==> src/rtl/regfile_mp_sb.sv <==
// Multi-read-port register file with optional write-to-read bypass and a
// per-register pending-write scoreboard feeding the hazard unit.

module regfile_mp_sb_rdport #(
    parameter int XLEN  = 32,
    parameter int NREGS = 32,
    parameter int AW    = 5
) (
    input  logic [AW-1:0]               addr,
    input  logic [NREGS-1:0][XLEN-1:0]  regs,
    input  logic [NREGS-1:0]            busy,
    input  logic                        byp_en,
    input  logic [AW-1:0]               byp_addr,
    input  logic [XLEN-1:0]             byp_data,
    output logic [XLEN-1:0]             data,
    output logic                        pend
);
    localparam logic [AW:0] NREGS_W = (AW+1)'(NREGS);

    logic valid;
    assign valid = (addr != '0) && ({1'b0, addr} < NREGS_W);

    // byp_en is only raised for a valid nonzero write address, so a match
    // here implies a legal register.
    always_comb begin
        data = '0;
        pend = 1'b0;
        if (valid) begin
            if (byp_en && (byp_addr == addr)) begin
                data = byp_data;
            end else begin
                data = regs[addr];
                pend = busy[addr];
            end
        end
    end
endmodule

module regfile_mp_sb #(
    parameter int               XLEN    = 32,
    parameter int               NREGS   = 32,
    parameter int               AW      = 5,
    parameter int               NUM_RD  = 2,
    parameter int               BYPASS  = 1,
    parameter int               SP_IDX  = 2,
    parameter logic [XLEN-1:0]  SP_INIT = 'h2ffc
) (
    input  logic                      clk,
    input  logic                      reset,
    input  logic [NUM_RD*AW-1:0]      rd_addr,
    output logic [NUM_RD*XLEN-1:0]    rd_data,
    output logic [NUM_RD-1:0]         rd_busy,
    input  logic                      wr_en,
    input  logic [AW-1:0]             wr_addr,
    input  logic [XLEN-1:0]           wr_data,
    input  logic                      sb_set,
    input  logic [AW-1:0]             sb_addr,
    output logic [$clog2(NREGS):0]    pend_cnt,
    output logic                      sb_full
);
    localparam int          CW      = $clog2(NREGS) + 1;
    localparam logic [AW:0] NREGS_W = (AW+1)'(NREGS);

    logic [NREGS-1:0][XLEN-1:0] regs;
    logic [NREGS-1:0]           busy;
    logic [NREGS-1:0]           busy_nxt;
    logic [CW-1:0]              cnt_nxt;
    logic                       wr_ok;
    logic                       set_ok;
    logic                       inc;
    logic                       dec;
    logic                       byp_en;

    assign wr_ok  = wr_en  && (wr_addr != '0) && ({1'b0, wr_addr} < NREGS_W);
    assign set_ok = sb_set && (sb_addr != '0) && ({1'b0, sb_addr} < NREGS_W);
    assign byp_en = (BYPASS != 0) && wr_ok;

    // A set in the same cycle as a write to the same register wins: a newer
    // producer has been issued, so that register stays pending.
    assign inc = set_ok && !busy[sb_addr];
    assign dec = wr_ok && busy[wr_addr] && !(set_ok && (sb_addr == wr_addr));
    assign cnt_nxt = pend_cnt + CW'(inc) - CW'(dec);

    always_comb begin
        busy_nxt = busy;
        if (wr_ok)
            busy_nxt[wr_addr] = 1'b0;
        if (set_ok)
            busy_nxt[sb_addr] = 1'b1;
    end

    // Register 0 is never written, so it stays zero from reset onward.
    always_ff @(posedge clk) begin
        if (reset) begin
            regs     <= '0;
            if (SP_IDX != 0 && SP_IDX < NREGS)
                regs[SP_IDX] <= SP_INIT;
            busy     <= '0;
            pend_cnt <= '0;
            sb_full  <= 1'b0;
        end else begin
            if (wr_ok)
                regs[wr_addr] <= wr_data;
            busy     <= busy_nxt;
            pend_cnt <= cnt_nxt;
            sb_full  <= (cnt_nxt == CW'(NREGS - 1));
        end
    end

    for (genvar k = 0; k < NUM_RD; k++) begin : g_rd
        regfile_mp_sb_rdport #(
            .XLEN  (XLEN),
            .NREGS (NREGS),
            .AW    (AW)
        ) u_port (
            .addr     (rd_addr[k*AW +: AW]),
            .regs     (regs),
            .busy     (busy),
            .byp_en   (byp_en),
            .byp_addr (wr_addr),
            .byp_data (wr_data),
            .data     (rd_data[k*XLEN +: XLEN]),
            .pend     (rd_busy[k])
        );
    end
endmodule

==> config.mk <==
export PLATFORM = sky130hd
export DESIGN_NAME = regfile_mp_sb
export DESIGN_NICKNAME = d
export VERILOG_FILES = /design/src/rtl/regfile_mp_sb.sv
export SDC_FILE = /design/constraint.sdc
export NUM_CORES = 2
export LEC_CHECK = 0
export ABC_AREA = 1
export CORE_MARGIN = 4
export CORE_UTILIZATION = 38
export DETAILED_ROUTE_END_ITERATION = 8
export PLACE_DENSITY_LB_ADDON = 0.1
export SLEW_MARGIN = 20
export SYNTH_ARGS = -nofsm -noshare
export SYNTH_HDL_FRONTEND = slang
export SYNTH_SLANG_ARGS = --single-unit
==> constraint.sdc <==
create_clock -name clk -period 2.6 [get_ports clk]
set_input_delay 0.26 -clock clk [delete_from_list [all_inputs] [get_ports clk]]
set_output_delay 0.26 -clock clk [all_outputs]
set_load 0.02 [all_outputs]
==> metrics.csv <==
stage,metric,value,unit
status,status,"complete, no violations",
clock_tree,cts bufs inserted,131,
yosys,library cells used by synthesis,41,
detailed_routing,vias per cell,5.78,
timing,Final period util,99.4,%
yosys,register area share after synthesis,36.8,%
detailed_routing,final wirelength,276,mm
worst_hold_path,hold path start,sb_addr[1],
finish,Post-Layout Cell Count,11100,
clock_tree,CTS sink cnt,1063,
yosys,number of synthesized register bits,1063,
pwr,sw frac,29.5,%
finish,"most common cell after layout, fill and taps aside",o21ai_0,
global_route,total grt overflow,0,
place,pre-CTS WS,-0.916,ns
floorplanning,FP Rows,142,
floorplanning,DIE WIDTH,398,um
flow_run,max cap viols,0,
timing,final slew viol count,0,
timing,Tmin final,2.58,ns
floorplanning,initial core utilization,38.4,%
timing,Worst Tran Pin Value,0.824,ns
critical_path,startpoint types,register,
yosys,prevailing post-synth register cell,dfxtp_1,
detailed_routing,Detailed Route Iter0 Violations,6982,
clock_tree,Root Driver,clkbuf_16,
floorplanning,# IOs,129,
yosys,dominant cell type by area after synthesis,dfxtp_1,
global_route,initial antenna violation count,9,
timing,Fin Setup TNS,0,ns
critical_path,CP arrival,3.28,ns
worst_hold_path,Hold Crit Depth,6,
global_route,overall global routing resource usage,33.7,%
finish,most frequent cells in the layout,"1277 x o21ai_0, 1259 x nand2_1, 1171 x nor2_1",
pwr,Max VDD drop,0.000632,V
global_route,vias in the first global route,58600,
timing,Max transition margin,44.9,%
critical_path,R2R Path End,sb_full$_SDFF_PP0_,
pwr,Cell Pwr Density,602,nW/um^2
finish,Final #Nets,9087,
finish,synthesis-to-finish area growth,22.9,%
clock_tree,H-Tree Depth,4,
detailed_routing,DRC,0,
pwr,Final Power,42700,uW
critical_path,worst r2r path cells,15,
timing,RSZ-0062 raised after global routing,yes,
timing,Fmax,387,MHz
critical_path,reg2reg start,busy[23]$_SDFF_PP0_,
clock_tree,CTS tree,built,
detailed_routing,via count,64500,
place,Placed Cells,10900,
pwr,Logic pwr share,16.7,%
critical_path,crit-path max FO,2,
yosys,ranking of synthesized cells by area,"dfxtp_1 37%, o21ai_0 11%, nand2_1 8.5%",
pwr,NetSw,12600,uW
yosys,Post-Syn Area,57800,um^2
pwr,Clk pwr share,44.3,%
clock_tree,clk slew on worst S/H paths,0.06,ns
timing,setup violators final,0,
pwr,Sequential Power Share,39.0,%
place,I/O Buffers,128,
yosys,yosys warns,0,
critical_path,critical path launch point,busy[23]$_SDFF_PP0_,
pwr,Leakage,0.0293,uW
yosys,"EDFF count, synth",0,
place,DP HPWL,184,mm
critical_path,crit end category,register,
detailed_routing,post-DR wirelength/cell,24.8,um
timing,count of final hold-check violations,0,
global_route,first-pass GRT wire length,403,mm
detailed_routing,TritonRoute pass-1 iters,6,
place,Placer Congestion,0.963,
pwr,Int Pwr,30100,uW
critical_path,Worst EP required,3.29,ns
worst_hold_path,HP Class,input port to register,
finish,fraction of layout instances using a drive strength above 1,14.1,%
finish,fin util,47.2,%
timing,smallest setup slack after layout,0.0159,ns
yosys,Synth Area per Inst,6.49,um^2
worst_hold_path,Hold Path End,busy[13]$_SDFF_PP0_,
clock_tree,Worst-Skew Late Latency,0.75,ns
clock_tree,Max clock buf depth,3,
yosys,top-area cell type share of the netlist area,36.8,%
floorplanning,die area,159000,um^2
detailed_routing,Final ANT Viol Nets,0,
floorplanning,die height,398,um
yosys,Post-synth ARST share,0,%
critical_path,reg2reg setup slack,0.02,ns
yosys,Syn Nets,8972,
global_route,pin count of the biggest net entering global routing,124,
critical_path,critical path class,register to register,
yosys,cell count after synthesis,8909,
floorplanning,Core Area,150000,um^2
timing,clk_skew,0.0172,ns
==> registers in the layout (all words and copies together) (netlist names) <==
register  cells
pend_cnt      6
busy         32
sb_full       1
regs       1024
==> cell families after synthesis <==
group	Yosys count	synth area share [%]
adders and majority gates	7	0.164
AOI/OAI and AO/OA	2842	27.2
DFF	1063	36.8
and+or+nand+nor	3483	25.1
buffers and inverters	1502	10.6
xor gates and xnor gates	12	0.182
==> power groups by stage <==
| stage | combinational (uW) | clock [uW] | sequential [uW] |
|---|---|---|---|
| finish | 7140 | 19000 | 16700 |
| global route | 7590 | 19900 | 16700 |
| CTS | 6950 | 19200 | 16700 |
| detailed placement | 6910 | 0 | 17000 |
| global placement | 6910 | 0 | 17000 |
| floorplan | 3560 | 0 | 17000 |
==> routing by layer <==
layer	routed length (um)	GRT usage, %
met5	9	0
met3	25900	6.48
met2	119000	51.5
met1	119000	46.5
met4	12400	13.7
==> Yosys cell counts (2+ instances only) <==
library cell	n
nand2_1	1304
o21ai_0	1289
nor2_1	1189
dfxtp_1	1063
nand3_1	913
a21oi_1	860
inv_1	594
o211ai_1	583
clkbuf_1	508
buf_2	290
o21ai_1	87
buf_1	46
inv_2	34
or2_2	31
buf_4	15
nor2_4	11
o22ai_1	11
nor2_2	10
nor3_1	9
xnor2_1	9
a22oi_1	8
ha_1	6
inv_4	6
nor3_2	6
buf_6	5
clkinv_1	3
xor2_1	3
nand2_2	2
nand4_1	2
==> final cells by class <==
type | count | area [um^2]
multi-input combinational | 6344 | 31100
fill | 15400 | 79400
tap | 2016 | 2520
clock buffer | 199 | 4000
antenna | 2 | 5.00
inverter | 637 | 2440
sequential | 1063 | 21300
timing repair buffer | 847 | 9310
clock inverter | 37 | 388
==> what timing repair did <==
item	in CTS	in global routing
gates cloned	0	1
endpoints found under the setup margin	69	65
pin swaps	12	34
endpoints found under the hold margin	41	0
gates resized for setup	251	162
setup buffers	6	1
hold buffers	1	0
==> metrics by stage <==
stage               area (um^2)  hold WS, ns
floorplan                 57800        0.410
global placement          66100        0.419
detailed placement        66100        0.422
CTS                       70900        0.286
global route              71100        0.305
finish                    71100        0.245
==> worst max path at each step <==
stage	slack, ns	cells past startpoint	endpoint
finish	0.02	15	sb_full$_SDFF_PP0_
global placement	-0.95	17	sb_full$_SDFF_PP0_
floorplan	0.02	19	sb_full$_SDFF_PP0_
detailed placement	-0.92	17	sb_full$_SDFF_PP0_
CTS	0.0001	10	rd_data[46]
global route	-0.13	17	sb_full$_SDFF_PP0_
==> critical path: stages, from the launching register on <==
cell and delay, ns:
dfxtp_1 0.32, inv_1 0.11, o22ai_1 0.10, o21ai_0 0.15, nand2_1 0.08, nor2_2 0.18, a21oi_2 0.09, ha_1 0.28
inv_1 0.04, ha_2 0.17, fa_2 0.36, buf_6 0.13, xnor2_2 0.14, nor3_2 0.17, nand3_1 0.10, nor2_1 0.11
No activity file was read; power rests on OpenSTA's default activity.
